==> config.mk <==
export PLATFORM = sky130hd
export DESIGN_NAME = rob_commit_unit
export DESIGN_NICKNAME = d
export VERILOG_FILES = /design/src/rtl/rob_commit_unit_pkg.sv /design/src/rtl/rob_commit_unit_freeq.sv /design/src/rtl/rob_commit_unit.sv
export SDC_FILE = /design/constraint.sdc
export NUM_CORES = 1
export LEC_CHECK = 0
export ABC_AREA = 1
export CAP_MARGIN = 30
export CORE_ASPECT_RATIO = 0.6
export CORE_MARGIN = 5
export CORE_UTILIZATION = 43
export CTS_CLUSTER_SIZE = 8
export DETAILED_ROUTE_END_ITERATION = 12
export PLACE_DENSITY_LB_ADDON = 0.15
export SLEW_MARGIN = 25
export SYNTH_ARGS = -nofsm -noshare
export SYNTH_HDL_FRONTEND = slang
export SYNTH_SLANG_ARGS = --single-unit
==> constraint.sdc <==
create_clock -name clk -period 2 [get_ports clk]
set_input_delay 0.3 -clock clk [delete_from_list [all_inputs] [get_ports clk]]
set_output_delay 0.3 -clock clk [all_outputs]
set_load 0.05 [all_outputs]
==> src/rtl/rob_commit_unit_pkg.sv <==
// Shared ROB line layout, commit FSM encodings and field helpers for the retire end of the ROB.
package rob_commit_unit_pkg;

    localparam int ROB_PREG_W = 6;
    localparam int ROB_PC_W   = 32;
    localparam int ROB_IDX_W  = 6;
    localparam int ROB_SIZE   = 1 << ROB_IDX_W;

    // Line layout, MSB first: {valid, rd, rd_old, pc, comp}
    localparam int ROB_WIDTH     = 2 + 2 * ROB_PREG_W + ROB_PC_W;
    localparam int ROB_COMP      = 0;
    localparam int ROB_PC_LO     = 1;
    localparam int ROB_PC_HI     = ROB_PC_LO + ROB_PC_W - 1;
    localparam int ROB_RD_OLD_LO = ROB_PC_HI + 1;
    localparam int ROB_RD_OLD_HI = ROB_RD_OLD_LO + ROB_PREG_W - 1;
    localparam int ROB_RD_LO     = ROB_RD_OLD_HI + 1;
    localparam int ROB_RD_HI     = ROB_RD_LO + ROB_PREG_W - 1;
    localparam int ROB_VALID     = ROB_RD_HI + 1;

    typedef enum logic [1:0] {
        COMMIT_RUN   = 2'd0,
        COMMIT_STALL = 2'd1,
        COMMIT_FLUSH = 2'd2
    } commit_state_e;

    typedef struct packed {
        logic                  valid;
        logic [ROB_PREG_W-1:0] rd;
        logic [ROB_PREG_W-1:0] rd_old;
        logic [ROB_PC_W-1:0]   pc;
        logic                  comp;
    } rob_entry_t;

    function automatic logic entry_retirable(input rob_entry_t e);
        return e.valid & e.comp;
    endfunction

endpackage

==> src/rtl/rob_commit_unit_freeq.sv <==
// Small FIFO holding old physical registers waiting to be handed back to the free list.
module freereg_release_fifo #(
    parameter int DEPTH = 4,
    parameter int W     = 6
) (
    input  logic         clk,
    input  logic         rst,
    input  logic         push_i,
    input  logic [W-1:0] push_data_i,
    input  logic         pop_i,
    output logic [W-1:0] pop_data_o,
    output logic         full_o,
    output logic         empty_o
);

    localparam int AW = $clog2(DEPTH);

    logic [W-1:0]  mem_q [DEPTH];
    logic [AW-1:0] wr_ptr_q, wr_ptr_d;
    logic [AW-1:0] rd_ptr_q, rd_ptr_d;
    logic [AW:0]   count_q, count_d;
    logic          push_ok;
    logic          pop_ok;

    assign full_o     = (count_q == (AW+1)'(DEPTH));
    assign empty_o    = (count_q == '0);
    assign pop_data_o = mem_q[rd_ptr_q];
    assign pop_ok     = pop_i & ~empty_o;
    // A push into a full buffer is only legal when a pop frees the slot in the same cycle.
    assign push_ok    = push_i & (~full_o | pop_ok);

    always_comb begin
        wr_ptr_d = wr_ptr_q;
        rd_ptr_d = rd_ptr_q;
        count_d  = count_q;
        if (push_ok) wr_ptr_d = wr_ptr_q + AW'(1);
        if (pop_ok)  rd_ptr_d = rd_ptr_q + AW'(1);
        case ({push_ok, pop_ok})
            2'b10:   count_d = count_q + (AW+1)'(1);
            2'b01:   count_d = count_q - (AW+1)'(1);
            default: count_d = count_q;
        endcase
    end

    always_ff @(posedge clk) begin
        if (rst) begin
            wr_ptr_q <= '0;
            rd_ptr_q <= '0;
            count_q  <= '0;
        end else begin
            wr_ptr_q <= wr_ptr_d;
            rd_ptr_q <= rd_ptr_d;
            count_q  <= count_d;
        end
    end

    always_ff @(posedge clk) begin
        if (push_ok) mem_q[wr_ptr_q] <= push_data_i;
    end

endmodule

==> src/rtl/rob_commit_unit.sv <==
// Retire end of the ROB: pops complete head entries in order, queues rd_old for release, reports commits.
module rob_commit_unit
    import rob_commit_unit_pkg::*;
#(
    parameter int FREEQ_DEPTH = 4,
    parameter int PREG_W      = ROB_PREG_W
) (
    input  logic                 clk,
    input  logic                 rst,
    input  logic [ROB_WIDTH-1:0] head_entry,
    input  logic [ROB_IDX_W-1:0] head_ptr,
    input  logic                 flush,
    output logic                 retire,
    output logic                 free_valid,
    output logic [PREG_W-1:0]    free_preg,
    input  logic                 free_ready,
    output logic                 commit_valid,
    output logic [31:0]          commit_pc,
    output logic [PREG_W-1:0]    commit_rd,
    output logic [ROB_IDX_W-1:0] commit_idx,
    output logic [31:0]          retired_cnt
);

    rob_entry_t    head;
    commit_state_e state_q, state_d;
    logic          retirable;
    logic          buf_full;
    logic          buf_empty;
    logic          buf_pop;
    logic          buf_push;

    logic                 commit_valid_q, commit_valid_d;
    logic [31:0]          commit_pc_q, commit_pc_d;
    logic [PREG_W-1:0]    commit_rd_q, commit_rd_d;
    logic [ROB_IDX_W-1:0] commit_idx_q, commit_idx_d;
    logic [31:0]          retired_cnt_q, retired_cnt_d;

    assign head      = rob_entry_t'(head_entry);
    assign retirable = entry_retirable(head);
    assign buf_pop   = ~buf_empty & free_ready;
    // Physical register 0 is hardwired and never returns to the free list.
    assign buf_push  = retire & (head.rd_old != '0);

    freereg_release_fifo #(
        .DEPTH (FREEQ_DEPTH),
        .W     (PREG_W)
    ) u_freeq (
        .clk         (clk),
        .rst         (rst),
        .push_i      (buf_push),
        .push_data_i (head.rd_old),
        .pop_i       (buf_pop),
        .pop_data_o  (free_preg),
        .full_o      (buf_full),
        .empty_o     (buf_empty)
    );

    assign free_valid = ~buf_empty;

    always_ff @(posedge clk) begin
        if (rst) state_q <= COMMIT_RUN;
        else     state_q <= state_d;
    end

    always_comb begin
        state_d = state_q;
        if (flush) begin
            state_d = COMMIT_FLUSH;
        end else begin
            case (state_q)
                COMMIT_RUN:   if (buf_full && retirable) state_d = COMMIT_STALL;
                COMMIT_STALL: if (buf_pop) state_d = COMMIT_RUN;
                COMMIT_FLUSH: state_d = COMMIT_RUN;
                default:      state_d = COMMIT_RUN;
            endcase
        end
    end

    always_comb begin
        retire = ~rst && (state_q == COMMIT_RUN) && retirable && ~flush && ~buf_full;
    end

    always_comb begin
        commit_valid_d = retire;
        commit_pc_d    = commit_pc_q;
        commit_rd_d    = commit_rd_q;
        commit_idx_d   = commit_idx_q;
        retired_cnt_d  = retired_cnt_q;
        if (retire) begin
            commit_pc_d   = head.pc;
            commit_rd_d   = head.rd;
            commit_idx_d  = head_ptr;
            retired_cnt_d = retired_cnt_q + 32'd1;
        end
    end

    always_ff @(posedge clk) begin
        if (rst) begin
            commit_valid_q <= 1'b0;
            commit_pc_q    <= '0;
            commit_rd_q    <= '0;
            commit_idx_q   <= '0;
            retired_cnt_q  <= '0;
        end else begin
            commit_valid_q <= commit_valid_d;
            commit_pc_q    <= commit_pc_d;
            commit_rd_q    <= commit_rd_d;
            commit_idx_q   <= commit_idx_d;
            retired_cnt_q  <= retired_cnt_d;
        end
    end

    assign commit_valid = commit_valid_q;
    assign commit_pc    = commit_pc_q;
    assign commit_rd    = commit_rd_q;
    assign commit_idx   = commit_idx_q;
    assign retired_cnt  = retired_cnt_q;

endmodule

==> metrics.txt <==
DP Area=6490 µm²; RSZ-0062 raised after global routing=no; gr ovfl total=0; clock power share=32.4%; Worst Path Required=1700 ps; Final WS setup=63.7 ps; Worst R2R Path Depth=12; CP Buf/Inv Count=1; die footprint=13300 µm²; drt first pass iters=5; TritonCTS Buffers=9; sequential share of the synthesized area=52.3%; CP Max Fanout=5; Critical R2R Capture=u_freeq.count_q[2]; CP cell instances=clkdlybuf4s50_1; relative slew slack=62.4%; Hold Path Class=in2reg; Gate Count Post-Synth=617; hold_sp=head_entry[35]; final worst path period share=96.8%; CP arrival=1640 ps; Distinct cells, synth=32; hpwl dp=9500 µm; largest cells by area after synthesis=dfxtp_1 37%, edfxtp_1 15%, nand2_1 14%; PnR Total Power=5.05 mW; worst skew pair latency=340 ps; Top Family by Delay on Critical Path=buffers and inverters; final design area excluding fillers=6810 µm²; Hold Path Depth=1; chip width=146 µm; Final Critical Period=1940 ps; Top FF cell, synth=dfxtp_1; initial antenna violation count=0; Starting Density=44.5%; Final ANT Viol Nets=0; power spent charging and discharging nets=1.41 mW; switching share of power=27.9%; Worst setup EP type=output port; Synth top cells by count=171 x nand2_1, 90 x nor2_1, 88 x dfxtp_1, 69 x o21ai_0, 52 x inv_1; Critical Path Start=retired_cnt[8]; Logic pwr share=19.7%; Max-Cap Viols=0; synthesized area=4750 µm²; P_leak=2.57 nW; Buffers on Ports=140; DRC Markers=0; Hold Violations, Final=0; number of diodes=0; Post-Syn Nets=680; Clock transition at path regs=70 ps; kind of start point of the critical path=flip-flop; WS Path Type=reg2out; first-pass GRT wire length=21000 µm; H-Tree Depth=3; asr flop ratio synth=0%; Layout Cells excl Fill=915; Setup TNS=0 ps; worst vdd ir=0.000463 V; clk_skew=6.46 ps; internal power=3.65 mW; synth-to-layout area growth=43.5%; WL per Instance=13.9 µm; layout cells sized above 1=8.51%; total global-route track usage=18.9%; Fmax achieved=0.516 GHz; slowest CP cell=clkdlybuf4s50_1; Yosys Warn Count=0; placed cell count=896; num rows=29; Critical Path Max Stage Delay=860 ps; Yosys reg bits=112; CTS tree=done; internal reg-to-reg setup slack=170 ps; via count=4455; post-synth top area cell=dfxtp_1; Clock Tree Buf Depth=2; Post-synth EDFFs=24; syn_area_per_cell=7.70 µm²; hold slack final=252 ps; slew at the pin with the worst max-slew slack=560 ps; fin nets=834; vias in the first global route=4306; I/O pin count=141; sequential power share=48.0%; P per Cell Area=742 nW/µm²; most frequent cell after synthesis=nand2_1; clk sinks=112; clk root buf=clkbuf_16; Core ar.=10700 µm²; Final GP Congestion=0.872; GR Layer Usage met1=24.3%; worst setup slack after placement=-354 ps; drt via density=4.87; Vert. Die Dim=91.4 µm; max-slew violations=0; # setup viols final=0; GR Util met2=29.4%; top cell type's share of synthesized area=37.1%; global route hottest layer=met2; CTS Hold Buffers Added=0; met3 Usage GRT=9.00%; routed wire length=12800 µm; DR iter-0 viols=231; Util after Layout=63.9%; status=complete, no violations; hold path endpoint=u_freeq.mem_q[3][2]; pin count of the biggest net entering global routing=56; r2r startpoint=u_freeq.count_q[0]
==> kinds of logic (layout without fill, tap and decap cells) <==
logic type	count (synthesis)	in the layout	share of synthesized area, %
AO/OA/AOI/OAI	99	99	10.7
XOR/XNOR	1	1	0.184
adder cells (fa/ha/maj)	7	7	2.00
buffers and inverters	79	238	7.06
flip-flops	112	112	52.3
AND/OR/NAND/NOR	319	319	27.7
==> repair_timing <==
action                                  CTS  global route
setup buffers                             0             2
resized for setup                         0            15
endpoints found under the setup margin    0            13
endpoints found under the hold margin     0             0
==> layout by cell type, fill, tap and decap left out, types with 5 or more instances in the layout <==
cell,n
nor3_1,8
nand4_1,10
nand2_1,171
nor2_1,89
clkdlybuf4s50_1,128
ha_1,6
dfxtp_1,87
a21oi_1,18
inv_1,49
o22ai_1,6
dlymetal6s2s_1,5
buf_4,23
edfxtp_1,24
clkbuf_16,9
o21ai_0,67
buf_12,9
nand3_1,25
==> worst max path at each step <==
| stage | end | slack, ps | cells past startpoint |
|---|---|---|---|
| after floorplan | u_freeq.count_q[2] | 30 | 13 |
| after global placement | u_freeq.count_q[2] | -320 | 11 |
| after detailed placement | u_freeq.count_q[2] | -350 | 11 |
| after CTS | u_freeq.count_q[2] | 6 | 11 |
| after global routing | u_freeq.count_q[2] | 9 | 12 |
| final | retired_cnt[8] | 60 | 1 |
==> routing by layer <==
layer  wire length, µm  up-vias  share of wire, %
met2              5510      167                43
met5                 0        -                 0
met4                78        0              0.61
met3              1360       12                11
met1              5800     1981                46
li1                  -     2295                 -
==> worst register-to-register path: stages (launching register included) <==
cell and delay (ps):
dfxtp_1 330, inv_2 100, nand3_2 100, clkinv_1 100
nor2_4 50, nand2_2 60, ha_1 130, inv_1 60
fa_2 360, a21oi_2 150, o21ai_1 90, o21ai_1 130
a21oi_1 50
==> power groups by stage <==
stage | Clock (mW) | Sequential [mW] | Combinational, mW
floorplan | 0 | 2.56 | 0.420
detailed placement | 0 | 2.47 | 0.965
global placement | 0 | 2.46 | 0.950
global route | 1.76 | 2.43 | 1.07
CTS | 1.68 | 2.42 | 0.967
finish | 1.64 | 2.42 | 0.994
==> final cells by class <==
class / count / area (µm²)
well taps: 139 / 174
inverters: 54 / 206
multi-input cells: 426 / 1960
clock inverters: 5 / 32.5
repair buffers: 167 / 1720
repair inverters: 1 / 7.51
clock buffers: 11 / 233
flip-flops and latches: 112 / 2480
fillers: 898 / 3850
==> registers in the layout, indices dropped and copies added (netlist names), named ones only <==
| signal | count |
|---|---|
| u_freeq.wr_ptr_q | 2 |
| u_freeq.mem_q | 24 |
| u_freeq.rd_ptr_q | 2 |
| u_freeq.count_q | 3 |
| state_q | 2 |
| commit_pc | 32 |
| commit_valid | 1 |
| commit_idx | 6 |
| retired_cnt | 32 |
| commit_rd | 6 |
No activity file was read; power rests on OpenSTA's default activity.
